--- src/rtl/vnu_serial.sv ---
// Serial runtime-degree variable-node unit.
// Accumulates s = l + sum(r_i) one message per beat, then streams the
// extrinsic messages q_i = sat(s - r_i) with the hard decision.
module vnu_serial #(
    parameter int DATA_W = 6,
    parameter int D_MAX  = 6,
    parameter int EXT_W  = 3,
    parameter int DEG_W  = 3
) (
    input  logic              clk,
    input  logic              rst_n,
    input  logic              start_valid,
    output logic              start_ready,
    input  logic [DATA_W-1:0] l,
    input  logic [DEG_W-1:0]  deg,
    input  logic              r_valid,
    output logic              r_ready,
    input  logic [DATA_W-1:0] r,
    output logic              q_valid,
    input  logic              q_ready,
    output logic [DATA_W-1:0] q,
    output logic              q_last,
    output logic              dec,
    output logic              cfg_err
);
    localparam int SUM_W = DATA_W + EXT_W;

    // Symmetric saturation limits; the most negative code is never produced.
    localparam logic [DATA_W-1:0] QMAX = {1'b0, {(DATA_W-1){1'b1}}};
    localparam logic [DATA_W-1:0] QMIN = {1'b1, {(DATA_W-2){1'b0}}, 1'b1};

    typedef enum logic [1:0] {IDLE, ACC, EMIT} state_t;

    state_t                         state, state_nxt;
    logic signed [SUM_W-1:0]        s;
    logic [DEG_W-1:0]               idx;
    logic [DEG_W-1:0]               deg_eff;
    logic [DEG_W-1:0]               last_idx;
    logic [D_MAX-1:0][DATA_W-1:0]   msg_buf;
    logic                           deg_ok;
    logic                           start_hs, r_hs, q_hs, at_last;
    logic signed [SUM_W-1:0]        diff;
    logic [DATA_W-1:0]              q_sat;

    function automatic logic signed [SUM_W-1:0] sext(input logic [DATA_W-1:0] x);
        return {{EXT_W{x[DATA_W-1]}}, x};
    endfunction

    assign deg_ok   = (deg != '0) && (deg <= DEG_W'(D_MAX));
    assign last_idx = deg_eff - DEG_W'(1);
    assign at_last  = (idx == last_idx);
    assign start_hs = start_valid & start_ready;
    assign r_hs     = r_valid & r_ready;
    assign q_hs     = q_valid & q_ready;

    // Extrinsic value at full accumulator width, then symmetric clamp.
    always_comb begin
        diff  = s - sext(msg_buf[idx]);
        q_sat = diff[DATA_W-1:0];
        if (diff > sext(QMAX))
            q_sat = QMAX;
        else if (diff < sext(QMIN))
            q_sat = QMIN;
    end

    // State register.
    always_ff @(posedge clk or negedge rst_n) begin
        if (!rst_n) state <= IDLE;
        else        state <= state_nxt;
    end

    // Next-state and handshake/output decode.
    always_comb begin
        state_nxt   = state;
        start_ready = 1'b0;
        r_ready     = 1'b0;
        q_valid     = 1'b0;
        q_last      = 1'b0;
        q           = '0;
        dec         = 1'b0;
        case (state)
            IDLE: begin
                start_ready = 1'b1;
                if (start_valid) state_nxt = ACC;
            end
            ACC: begin
                r_ready = 1'b1;
                if (r_valid && at_last) state_nxt = EMIT;
            end
            EMIT: begin
                q_valid = 1'b1;
                q_last  = at_last;
                q       = q_sat;
                dec     = s[SUM_W-1];
                if (q_ready && at_last) state_nxt = IDLE;
            end
            default: state_nxt = IDLE;
        endcase
    end

    // Datapath: header latch, accumulation/buffering, beat index.
    always_ff @(posedge clk or negedge rst_n) begin
        if (!rst_n) begin
            s       <= '0;
            idx     <= '0;
            deg_eff <= DEG_W'(D_MAX);
            cfg_err <= 1'b0;
            msg_buf <= '0;
        end else begin
            if (start_hs) begin
                s       <= sext(l);
                idx     <= '0;
                deg_eff <= deg_ok ? deg : DEG_W'(D_MAX);
                cfg_err <= !deg_ok;
            end
            if (r_hs) begin
                msg_buf[idx] <= r;
                s            <= s + sext(r);
                idx          <= at_last ? '0 : idx + DEG_W'(1);
            end
            if (q_hs) begin
                idx <= at_last ? '0 : idx + DEG_W'(1);
                if (at_last) cfg_err <= 1'b0;
            end
        end
    end
endmodule
--- config.mk ---
export PLATFORM = sky130hd
export DESIGN_NAME = vnu_serial
export DESIGN_NICKNAME = d
export VERILOG_FILES = /design/src/rtl/vnu_serial.sv
export SDC_FILE = /design/constraint.sdc
export NUM_CORES = 1
export LEC_CHECK = 0
export CAP_MARGIN = 20
export CORE_UTILIZATION = 30
export CTS_CLUSTER_SIZE = 40
export DETAILED_ROUTE_END_ITERATION = 7
export RECOVER_POWER = 100
export SYNTH_ARGS = -nofsm -noshare
export SYNTH_HDL_FRONTEND = slang
export SYNTH_SLANG_ARGS = --single-unit
--- constraint.sdc ---
create_clock -name clk -period 5.9 [get_ports clk]
set_clock_uncertainty 0.1 [all_clocks]
set_input_delay 1.18 -clock clk [delete_from_list [all_inputs] [get_ports clk]]
set_output_delay 1.18 -clock clk [all_outputs]
set_load 0.1 [all_outputs]
==> qor.csv <==
stage,metric,value,unit
timing,slew_headroom,-0.994,
yosys,ys_async_sr_fraction,1.00,
layout,finalNonFillerCells,506,
clock_tree,postCtsSetupBuffers,0,
setup_path,endpoint,q[0],
setup_path,worstSetupStartpointType,flip-flop,
layout,n_antenna_cell,0,
setup_path,end_kind,primary output,
detailed_routing,ant_nets,0,
yosys,syn_inst,336,
detailed_routing,vias,2623,
clock_tree,htreeDepth,2,
placement,dp_hpwl,5980,um
setup_path,cp.arrival,4240,ps
layout,final_cell_mix,"dfrtp_1 (52), mux2_2 (35), nor2_1 (29), nand2_1 (29), o21ai_0 (24)",
layout,layout-drive-gt1-share,0.191,
status,outcome,finished with violations,
yosys,yosys_warnings,0,
yosys,ys_types,50,
detailed_routing,drt-pass1-iter-count,4,
detailed_routing,drcViolationCount,0,
die,dieArea,0.0116,mm2
yosys,synth_top_cell_by_area,dfrtp_1,
setup_path,worstSetupStartpoint,idx[1],
timing,max_freq,0.181,GHz
timing,setup_tns,0,ps
timing,layout_setup_ws,379,ps
timing,rsz0062_at_grt,false,
timing,min_period,5520,ps
die,rows,38,
detailed_routing,drt-initial-drc-count,111,
clock_tree,cts_made_buffers,5,
setup_path,critPathMaxFanout,11,
die,die_x,108,um
yosys,synth-seq-cells,54,
detailed_routing,avgViaCountPerCell,5.18,
global_routing,grt_max_degree,55,
clock_tree,cts_num_sinks,54,
setup_path,cp.required,4620,ps
job,max_cap_viol_count,1,
placement,placed_cells,498,
yosys,synth_area_leaders,"dfrtp_1 (39%), mux2_2 (12%), ha_1 (6.7%), o21ai_0 (3.6%), nor2_1 (3.4%)",
global_routing,grtUsageTotal,0.147,
placement,portBuffers,31,
die,die_height,108,um
setup_path,reg2reg_slack,3440,ps
worst_hold_path,min_path_type,reg2reg,
die,core-area,0.0109,mm2
die,pin_count,32,
detailed_routing,routed_wl,8080,um
yosys,synth_ff_type,dfrtp_1,
global_routing,grt-ovfl-total,0,
global_routing,grt_pass1_vias,2622,
setup_path,worstRegToRegCells,4,
global_routing,antenna_found_initial,0,
layout,synthToLayoutAreaGrowth,16.1,%
setup_path,r2r_start,state[1],
timing,worstMarginPinSlew,2990,ps
detailed_routing,wl_per_cell,16.0,um
placement,gp_congestion,0.802,
yosys,synth_edf_count,0,
setup_path,crit_type,reg2out,
timing,finalHoldViolations,0,
yosys,ys_seq_area_frac,0.403,
timing,finalMaxSlewViolations,55,
yosys,synth_area,0.00336,mm2
clock_tree,cts_tree,yes,
clock_tree,clockBufferDepth,2,
clock_tree,clk_pin_slew,100,ps
clock_tree,clk_latency,310,ps
layout,fillers,1087,
yosys,avgSynthCellArea,10.0,um2
die,start_util,0.309,
yosys,synth_top_area_frac,0.387,
layout,nets,405,
placement,pre_cts_slack,654,ps
yosys,postSynthNetCount,376,
clock_tree,cts-root-buf,clkbuf_8,
timing,finalSetupViolations,0,
global_routing,grt_pass1_wl,13200,um
layout,multi_input_area,0.00191,mm2
layout,mostFrequentLayoutCell,dfrtp_1,
setup_path,rr_endpoint,msg_buf[8],
timing,fin_crit_sh,0.936,
status,violations,"capacitance limit, slew limit",
layout,regArea,0.00135,mm2
## kinds of logic (layout without fill, tap and decap cells)
family                     after synthesis  after routing  share of synthesized area
xor gates and xnor gates                15             15                     0.0469
buffers and inverters                   27             57                     0.0313
AOI/OAI and AO/OA                       80             80                      0.149
and+or+nand+nor                         97             97                      0.134
adders and majority gates               20             20                     0.0790
DFF                                     54             54                      0.403
muxes                                   43             43                      0.156
## repair_timing
| action | 4_1_cts | 5_1_grt |
|---|---|---|
| hold endpoints to repair | 0 | 0 |
| endpoints found under the setup margin | 0 | 3 |
| hold buffers | 0 | 0 |
| resized for setup | 0 | 1 |
## registers in the layout (all words and copies together) (netlist names)
register,cells
msg_buf,36
state,2
cfg_err,1
deg_eff,3
s,9
idx,3
## through the flow
step | util | hold slack [ps] | instance area (um2)
6_report | 0.358 | 386 | 3900
5_1_grt | 0.358 | 410 | 3900
4_1_cts | 0.362 | 387 | 3940
3_5_place_dp | 0.354 | 371 | 3860
3_3_place_gp | 0.354 | 356 | 3860
2_1_floorplan | - | 342 | 3370
## metal layers
metal,part of all wire,vias up,global-route usage,wire length (um)
li1,-,1263,-,-
met1,0.47,1306,0.193,3830
met2,0.48,47,0.251,3910
met4,0.0099,0,0.0401,80
met5,0,-,0,0
met3,0.032,7,0.0212,258
## how the worst min path moves through the flow
stage / from / endpoint / slack [ps] / cells past startpoint
2_1_floorplan: deg_eff[2] / deg_eff[2] / 340 / 2
4_1_cts: deg_eff[2] / deg_eff[2] / 390 / 2
3_3_place_gp: deg_eff[2] / deg_eff[2] / 360 / 2
6_report: deg_eff[2] / deg_eff[2] / 390 / 2
3_5_place_dp: msg_buf[25] / msg_buf[25] / 370 / 2
5_1_grt: deg_eff[2] / deg_eff[2] / 410 / 2
## Yosys cell counts (all sizes together) (2+ instances only)
library cell / number
and3: 5
ha: 18
nor3: 9
nand2b: 2
o21a: 2
a21oi: 22
a32oi: 2
or2: 2
inv: 16
nand2: 30
nand3: 6
buf: 3
a211oi: 4
dfstp: 2
a2111oi: 2
fa: 2
mux2: 35
clkbuf: 8
nor4: 2
nor2: 30
mux4: 4
a21o: 5
o22ai: 3
xor2: 4
o21ai: 26
nor2b: 5
dfrtp: 52
xnor2: 11
and2: 2
a31oi: 4
mux2i: 4
a22oi: 4
## worst max-delay path, cell delays in order, from the launching register on
cell      delay, ps
dfrtp_1         610
inv_1           180
nor2_2          280
a32oi_1         160
o21ai_0         150
ha_1            220
inv_1            60
fa_1            420
a211oi_1        200
o21ai_0         120
a21oi_1         240
o21ai_1         170
xnor2_4         210
nor2b_1         170
a221oi_2        270
buf_2           470
## layout make-up
cell class | count | area share
clock buffers | 6 | 0.0186
clock inverters | 2 | 0.00353
inverters | 16 | 0.0154
multi-input cells | 255 | 0.491
flip-flops and latches | 54 | 0.347
well taps | 140 | 0.0449
repair buffers | 33 | 0.0799
Power is not shown: default switching activity piles up to over one toggle a cycle in this logic, so the estimate is an artifact.
